[src/rtl/psg_stereo_mixer.sv]
`default_nettype none
// ============================================================================
//  Module   : psg_stereo_mixer
//  Purpose  : Serial PSG channel mixer producing saturated stereo samples.
//  Revision : 1.0  initial release
// ============================================================================
module psg_stereo_mixer #(
  parameter int NCH   = 3,
  parameter int IN_W  = 8,
  parameter int OUT_W = 16,
  parameter int SHIFT = 6
) (
  input  logic                  clk_sys,
  input  logic                  reset,
  input  logic                  ce_sample,
  input  logic [NCH*IN_W-1:0]   ch_in,
  input  logic [1:0]            mode,
  input  logic [2*NCH-1:0]      pan_map,
  output logic [OUT_W-1:0]      audio_l,
  output logic [OUT_W-1:0]      audio_r,
  output logic                  out_valid,
  output logic                  busy,
  output logic                  overrun
);

  localparam int ACC_W  = IN_W + $clog2(NCH + 1);
  localparam int IDX_W  = $clog2(NCH);
  localparam int WIDE_W = ACC_W + SHIFT;
  localparam logic [IDX_W-1:0] LAST_IDX = IDX_W'(NCH - 1);

  typedef enum logic [1:0] {
    IDLE  = 2'd0,
    ACC   = 2'd1,
    SCALE = 2'd2
  } state_t;

  state_t               state;
  logic [NCH*IN_W-1:0]  snap;
  logic [1:0]           mode_q;
  logic [2*NCH-1:0]     pan_q;
  logic [IDX_W-1:0]     idx;
  logic [ACC_W-1:0]     acc_l;
  logic [ACC_W-1:0]     acc_r;

  logic [IN_W-1:0]      lvl;
  logic [1:0]           route;   // bit0 = left, bit1 = right
  logic [WIDE_W-1:0]    wide_l;
  logic [WIDE_W-1:0]    wide_r;
  logic [OUT_W-1:0]     sat_l;
  logic [OUT_W-1:0]     sat_r;

  assign lvl = snap[idx*IN_W +: IN_W];

  always_comb begin
    int unsigned ix;
    ix    = 32'(idx);
    route = 2'b11;
    case (mode_q)
      2'd1: begin
        if (ix == 0)      route = 2'b01;
        else if (ix == 2) route = 2'b10;
      end
      2'd2: begin
        if (ix == 0)      route = 2'b01;
        else if (ix == 1) route = 2'b10;
      end
      2'd3:    route = pan_q[2*idx +: 2];
      default: route = 2'b11;
    endcase
  end

  assign wide_l = WIDE_W'(acc_l) << SHIFT;
  assign wide_r = WIDE_W'(acc_r) << SHIFT;

  generate
    if (WIDE_W > OUT_W) begin : g_sat
      assign sat_l = (|wide_l[WIDE_W-1:OUT_W]) ? {OUT_W{1'b1}} : wide_l[OUT_W-1:0];
      assign sat_r = (|wide_r[WIDE_W-1:OUT_W]) ? {OUT_W{1'b1}} : wide_r[OUT_W-1:0];
    end else begin : g_nosat
      assign sat_l = OUT_W'(wide_l);
      assign sat_r = OUT_W'(wide_r);
    end
  endgenerate

  always_ff @(posedge clk_sys or posedge reset) begin
    if (reset) begin
      state     <= IDLE;
      snap      <= '0;
      mode_q    <= '0;
      pan_q     <= '0;
      idx       <= '0;
      acc_l     <= '0;
      acc_r     <= '0;
      audio_l   <= '0;
      audio_r   <= '0;
      out_valid <= 1'b0;
      busy      <= 1'b0;
      overrun   <= 1'b0;
    end else begin
      out_valid <= 1'b0;
      overrun   <= 1'b0;
      case (state)
        IDLE: begin
          if (ce_sample) begin
            snap   <= ch_in;
            mode_q <= mode;
            pan_q  <= pan_map;
            acc_l  <= '0;
            acc_r  <= '0;
            idx    <= '0;
            busy   <= 1'b1;
            state  <= ACC;
          end
        end
        ACC: begin
          overrun <= ce_sample;
          if (route[0]) acc_l <= acc_l + ACC_W'(lvl);
          if (route[1]) acc_r <= acc_r + ACC_W'(lvl);
          if (idx == LAST_IDX) state <= SCALE;
          else                 idx   <= idx + 1'b1;
        end
        SCALE: begin
          // A strobe landing on the final busy cycle is still an overrun.
          overrun   <= ce_sample;
          audio_l   <= sat_l;
          audio_r   <= sat_r;
          out_valid <= 1'b1;
          busy      <= 1'b0;
          state     <= IDLE;
        end
        default: begin
          busy  <= 1'b0;
          state <= IDLE;
        end
      endcase
    end
  end

endmodule
`default_nettype wire

[config.mk]
export PLATFORM = sky130hd
export DESIGN_NAME = psg_stereo_mixer
export DESIGN_NICKNAME = d
export VERILOG_FILES = /design/src/rtl/psg_stereo_mixer.sv
export SDC_FILE = /design/constraint.sdc
export NUM_CORES = 1
export LEC_CHECK = 0
export CAP_MARGIN = 15
export CORE_UTILIZATION = 30
export DETAILED_ROUTE_END_ITERATION = 8
export PLACE_DENSITY = 0.47
export SETUP_SLACK_MARGIN = 0.1
export SYNTH_ARGS = -nofsm -noshare
export SYNTH_HDL_FRONTEND = slang
export SYNTH_SLANG_ARGS = --single-unit
[constraint.sdc]
create_clock -name clk_sys -period 4.6 [get_ports clk_sys]
set_input_delay 1.15 -clock clk_sys [delete_from_list [all_inputs] [get_ports clk_sys]]
set_output_delay 1.15 -clock clk_sys [all_outputs]
set_load 0.05 [all_outputs]
==> results.yml, run 1 <==
route:
  via_per_inst: 4.84
  route.detailed.drc: 0
  drtAntennaViolNets: 0
  first_iter_violations: 126
  wl_per_cell_um: 14.8
  wl_um: 8890
  drt_pass1_iterations: 4
  via_count: 2898
grt:
  grt_max_degree: 33
  overflow: 0
  grt_pass1_vias: 3006
  antenna_found_initial: 0
  grt_pass1_wl_um: 15100
  grt_usage: 0.136
critical_path:
  end_kind: "register"
  r2r_setup_slack_ns: 1.45
  cp_max_fo: 16
  path_class: "reg2reg"
  r2r-start: "idx[1]"
  required_ns: 4.87
  crit_arrival_ns: 3.42
  crit_path_start_kind: "register"
  crit_start: "idx[1]"
timing:
  hold_viol_final: 0
  fin_setup_tns_ns: 0
  worst_pin_slew_ns: 1.03
  fin_hold_ws_ns: 0.504
  finalClockSkew_ns: 0.00502
  finalMaxSlewViolations: 0
  period_share: 0.684
  grt_setup_unrepaired: "false"
  fmax_ghz: 0.318
  relSlewSlack: 0.314
  setup_viol: 0
  finalCriticalPeriod_ns: 3.15
cts:
  cts_inserted_buffers: 9
  cts_root_buffer: "clkbuf_16"
  cts_setup_buffers: 0
  clock_sinks: 79
  cts_tree: "yes"
  path_clk_slew_ns: 0.06
  clk_path_buf_depth: 2
  htree_levels: 3
  postCtsHoldBufs: 0
  ctsResizeCount: 0
  insertion_delay_ns: 0.34
flow_run:
  maxCapViolCount: 0
place:
  gp_congestion: 0.754
  dp_hpwl_um: 6520
  io_buffer_count: 57
  placed_cells: 583
synth:
  yosysMostFrequentCell: "dfrtp_1"
  synth_cells: 361
  ys.warnings.count: 0
  syn_avg_cell_area_um2: 11.7
  synth_area_leaders: "dfrtp_1 47%, mux2_2 15%, ha_1 6.5%, mux2i_1 3.6%, buf_4 2.5%"
  synthSimpleGateAreaFrac: 0.0728
  synth_fa_ha_area_frac: 0.0749
  syn_area_mm2: 0.00421
  synthMuxAreaShare: 0.189
  synth_cell_types: 55
  synth_commonest_cells: "79 x dfrtp_1, 56 x mux2_2, 28 x nand2_1"
  synth.top_cell.area_share: 0.469
  async_flop_share: 1.00
  synth_top_family_by_area: "multiplexers"
  synth_edf_count: 0
  synth_compound_area_frac: 0.132
  synth_xor_area_frac: 0.0104
  yosysSeqAreaShare: 0.469
  synth_seq_cells: 79
  synthFlopType: "dfrtp_1"
  yosysTopAreaCell: "dfrtp_1"
power:
  p_leak_nw: 2.30
  vdd_drop_max_v: 0.000200
  p_per_area_mw_per_mm2: 765
cells_and_area:
  nNetsFinal: 477
  area_delta_synth_final_pct: 22.7
  n_fill_cell: 1357
  multi_input_area_mm2: 0.00206
  seq_area_mm2: 0.00198
  stdcell_count: 599
  n_antenna_cell: 0
  layout-drive-gt1-share: 0.199
  utilization: 0.384
hold_path:
  hold_path_startpoint: "audio_l[14]"
  hp-class: "reg2reg"
floorplan:
  die_h_um: 120
  pin_count: 70
  die-area_mm2: 0.0145
  rows: 42
  core_mm2: 0.0135
  die_w_um: 120
  start_util: 0.313
outcome:
  status: "complete, no violations"
==> state kept, by name (all words and copies together) (netlist names), 6 cells and up <==
| signal | count |
|---|---|
| snap | 24 |
| acc_l | 10 |
| acc_r | 10 |
| audio_l | 10 |
| audio_r | 10 |
| pan_q | 6 |
==> cell usage in the layout, fill, tap and decap left out, drive strengths merged, types with 2 or more instances in the layout <==
cell / n
dfrtp: 79
clkdlybuf4s50: 57
mux2: 57
nand2: 29
ha: 22
o21ai: 21
mux2i: 15
a21oi: 12
conb: 12
inv: 12
nor2: 11
clkbuf: 9
o21a: 8
o31ai: 7
a211oi: 6
clkinv: 6
nand2b: 5
nand3: 5
nor2b: 5
xor2: 4
a21o: 4
o31a: 3
buf: 3
o211ai: 2
o21bai: 2
o41ai: 2
nor3: 2
fa: 2
clkinvlp: 2
a221o: 2
a21boi: 2
==> cell type report <==
class                           count  share of cell area
Multi-Input combinational cell    255               0.399
Sequential cell                    79               0.383
Timing Repair Buffer               60               0.115
Clock buffer                        9              0.0436
Tap cell                          176              0.0426
Inverter                           13             0.00969
Clock inverter                      7             0.00775
==> critical path, stage by stage, from the launching register on <==
cell,delay (ns)
dfrtp_1,0.82
mux2i_1,0.27
nor2_1,0.06
a21oi_1,0.35
inv_1,0.12
ha_1,0.32
a211oi_1,0.10
o211ai_1,0.26
a21oi_1,0.11
or4_1,0.51
a21boi_1,0.15
==> logic make-up (layout without fill, tap and decap cells) <==
logic type	Yosys count	count (layout)
xor+xnor	5	5
other cells	1	12
compound gates	80	80
flops	79	79
mux	72	72
fa+ha+maj	24	24
buf+inv	38	89
simple gates	62	62
==> power by group <==
group          internal, mW  switching, mW  total (mW)  leakage (nW)
Clock                 0.360          0.286       0.646         0.131
Sequential            0.992          0.215        1.21          1.00
Combinational         0.895           1.20        2.10          1.16
Total                  2.25           1.70        3.95          2.30
==> metrics by stage <==
| stage | setup WS, ns | power [mW] | instance area, µm² |
|---|---|---|---|
| after floorplan | 1.43 | 2.82 | 4250 |
| after global placement | 1.52 | 3.32 | 4900 |
| final | 1.45 | 3.95 | 5170 |
| after detailed placement | 1.45 | 3.35 | 4900 |
| after global routing | 1.16 | 4.29 | 5170 |
| after CTS | 1.43 | 4.02 | 5170 |
==> worst paths after layout <==
check	end	depth (start not counted)
worst max-delay path	acc_r[9]	10
worst min-delay path	audio_l[14]	1
worst max register to register	acc_r[9]	10
worst min register to register	audio_l[14]	1
max in group asynchronous	audio_l[6]	3
min in group asynchronous	snap[3]	2
==> routing by layer <==
metal | track usage | wire length, µm
met1 | 0.177 | 4280
met2 | 0.216 | 4110
met3 | 0.0274 | 330
met4 | 0.0625 | 164
met5 | 0 | 0
No activity file was read; power rests on OpenSTA's default activity.
==> run 2: changes to the inputs <==
==> constraint.sdc (replaced) <==
create_clock -name clk_sys -period 2.9 [get_ports clk_sys]
set_input_delay 0.725 -clock clk_sys [delete_from_list [all_inputs] [get_ports clk_sys]]
set_output_delay 0.725 -clock clk_sys [all_outputs]
set_load 0.05 [all_outputs]
==> run 2 against run 1 <==
Combinational power up 68%. Critical path depth down 1. Clock skew up 0.0035 ns. Clock-buffer cell count unchanged. Utilization up 1.3 points. Highest routed layer unchanged. Sequential power up 56%. Non-clock buffer count up 14. Routed wire length up 2.2%. Largest power group unchanged. Register-to-register slack worse by 1.2 ns.
==> results.yml, run 2 (same netlist as run 1, synthesis figures left out) <==
critical_path:
  reg2reg_depth: 9
  cp_slowest_cell: "or4_1"
  crit_path_start_kind: "register"
  cp_slowest_stage_delay_ns: 0.51
  crit_arrival_ns: 2.92
  rr_endpoint: "acc_r[9]"
  end_kind: "register"
  r2r-start: "idx[1]"
  cp_cell_sequence: "buf_4, mux2i_1, o21ai_0, ha_1, nand2_1, o21ai_1, a21oi_1, or4_1, a21boi_1"
  critPathTopFamily: "compound AO/OA/AOI/OAI gates"
  required_ns: 3.18
  path_class: "reg2reg"
  cp_max_fo: 9
  r2r_setup_slack_ns: 0.25
  crit_buf_inv: 1
cells_and_area:
  n_fill_cell: 1341
  largest_register_ffs: 24
  mostFrequentLayoutCells: "78 x dfrtp_1, 57 x clkdlybuf4s50_1, 56 x mux2_2"
  regMostFlops: "snap"
  n_antenna_cell: 0
  area_delta_synth_final_pct: 27.0
  layout_commonest_cell: "dfrtp_1"
  layout-drive-gt1-share: 0.227
  nNetsFinal: 491
timing:
  finalMaxSlewViolations: 0
  finalCriticalPeriod_ns: 2.65
  setup_viol: 0
  fmax_ghz: 0.378
  grt_setup_unrepaired: "true"
  hold_viol_final: 0
  finalClockSkew_ns: 0.00853
  relSlewSlack: 0.593
  period_share: 0.913
  worst_pin_slew_ns: 0.609
  fin_setup_tns_ns: 0
hold_path:
  min_delay_path_depth: 1
  whs_endpoint: "audio_r[13]"
  hold_path_startpoint: "audio_r[13]"
  hp-class: "reg2reg"
floorplan:
  start_util: 0.313
  rows: 42
  core_mm2: 0.0135
  die_w_um: 120
  pin_count: 70
  die_h_um: 120
  die-area_mm2: 0.0145
grt:
  grt_max_degree: 37
  grt_usage: 0.137
  grt_most_used_layer: "met2"
  grt_use_met2: 0.222
  grt_pass1_vias: 2992
  overflow: 0
  antenna_found_initial: 0
  grt_pass1_wl_um: 15100
  met3_usage: 0.0335
  grtUsageMet1: 0.172
cts:
  cts_root_buffer: "clkbuf_16"
  cts_inserted_buffers: 9
  htree_levels: 3
  postCtsHoldBufs: 0
  path_clk_slew_ns: 0.06
  clk_path_buf_depth: 2
  clock_sinks: 79
  cts_tree: "yes"
  insertion_delay_ns: 0.35
place:
  io_buffer_count: 57
  gp_congestion: 0.765
  dp_hpwl_um: 6750
route:
  drtAntennaViolNets: 0
  drt_pass1_iterations: 4
  via_per_inst: 4.77
  wl_um: 9080
  route.detailed.drc: 0
  via_count: 2926
  first_iter_violations: 75
  wl_per_cell_um: 14.8
power:
  p_per_area_mw_per_mm2: 1240
  fin_total_pwr_mw: 6.65
  p_leak_nw: 2.39
  vdd_drop_max_v: 0.000398
outcome:
  status: "complete, no violations"
flow_run:
  maxCapViolCount: 0
run 2: report_power, final:
part           internal (mW)  switching [mW]
sequential              1.58           0.314
combinational           1.55            1.98
clock                  0.755           0.478
total                   3.88            2.77
run 2: cell type report:
cell class              instances  area [µm²]  share of cell area
multi-input cells             255        2070               0.387
clock inverters                 7        96.3              0.0180
clock buffers                   9         225              0.0421
well taps                     176         220              0.0412
repair buffers                 74         711               0.133
inverters                      13        50.0             0.00936
flip-flops and latches         79        1980               0.370
run 2: routing by layer:
metal	up-vias	part of all wire
met5	-	0
met4	0	0.021
met3	15	0.045
met2	79	0.47
met1	1404	0.46
li1	1428	-
run 2: repair_timing:
item | CTS | global route
buffers inserted | 0 | 2
endpoints found under the hold margin | 0 | 0
pin swaps | 0 | 0
endpoints found under the setup margin | 3 | 6
resized for setup | 2 | 3
run 2: how the worst max path moves through the flow:
stage	start	end	slack [ns]	depth (start not counted)
finish	idx[1]	acc_r[9]	0.25	9
global route	idx[1]	acc_r[9]	0.08	10
CTS	idx[1]	acc_r[6]	0.16	11
detailed placement	idx[1]	acc_l[8]	0.08	8
global placement	idx[1]	acc_r[9]	0.19	9
floorplan	reset	acc_l[0]	0.15	1
run 2: worst register-to-register path, cell delays in order (launching register included):
cell      delay (ns)
dfrtp_2         0.50
buf_4           0.17
mux2i_1         0.18
o21ai_0         0.20
ha_1            0.44
nand2_1         0.07
o21ai_1         0.23
a21oi_1         0.13
or4_1           0.51
a21boi_1        0.15
run 2: per-stage QoR:
stage | setup slack [ns] | utilization | area (µm²) | hold WS (ns) | std cells
after floorplan | 0.152 | - | 4250 | 0.463 | 372
after global placement | 0.194 | 0.372 | 5000 | 0.491 | 595
after detailed placement | 0.0833 | 0.372 | 5000 | 0.493 | 595
after CTS | 0.161 | 0.396 | 5330 | 0.507 | 611
after global routing | 0.0792 | 0.398 | 5350 | 0.520 | 613
final | 0.253 | 0.398 | 5350 | 0.504 | 613
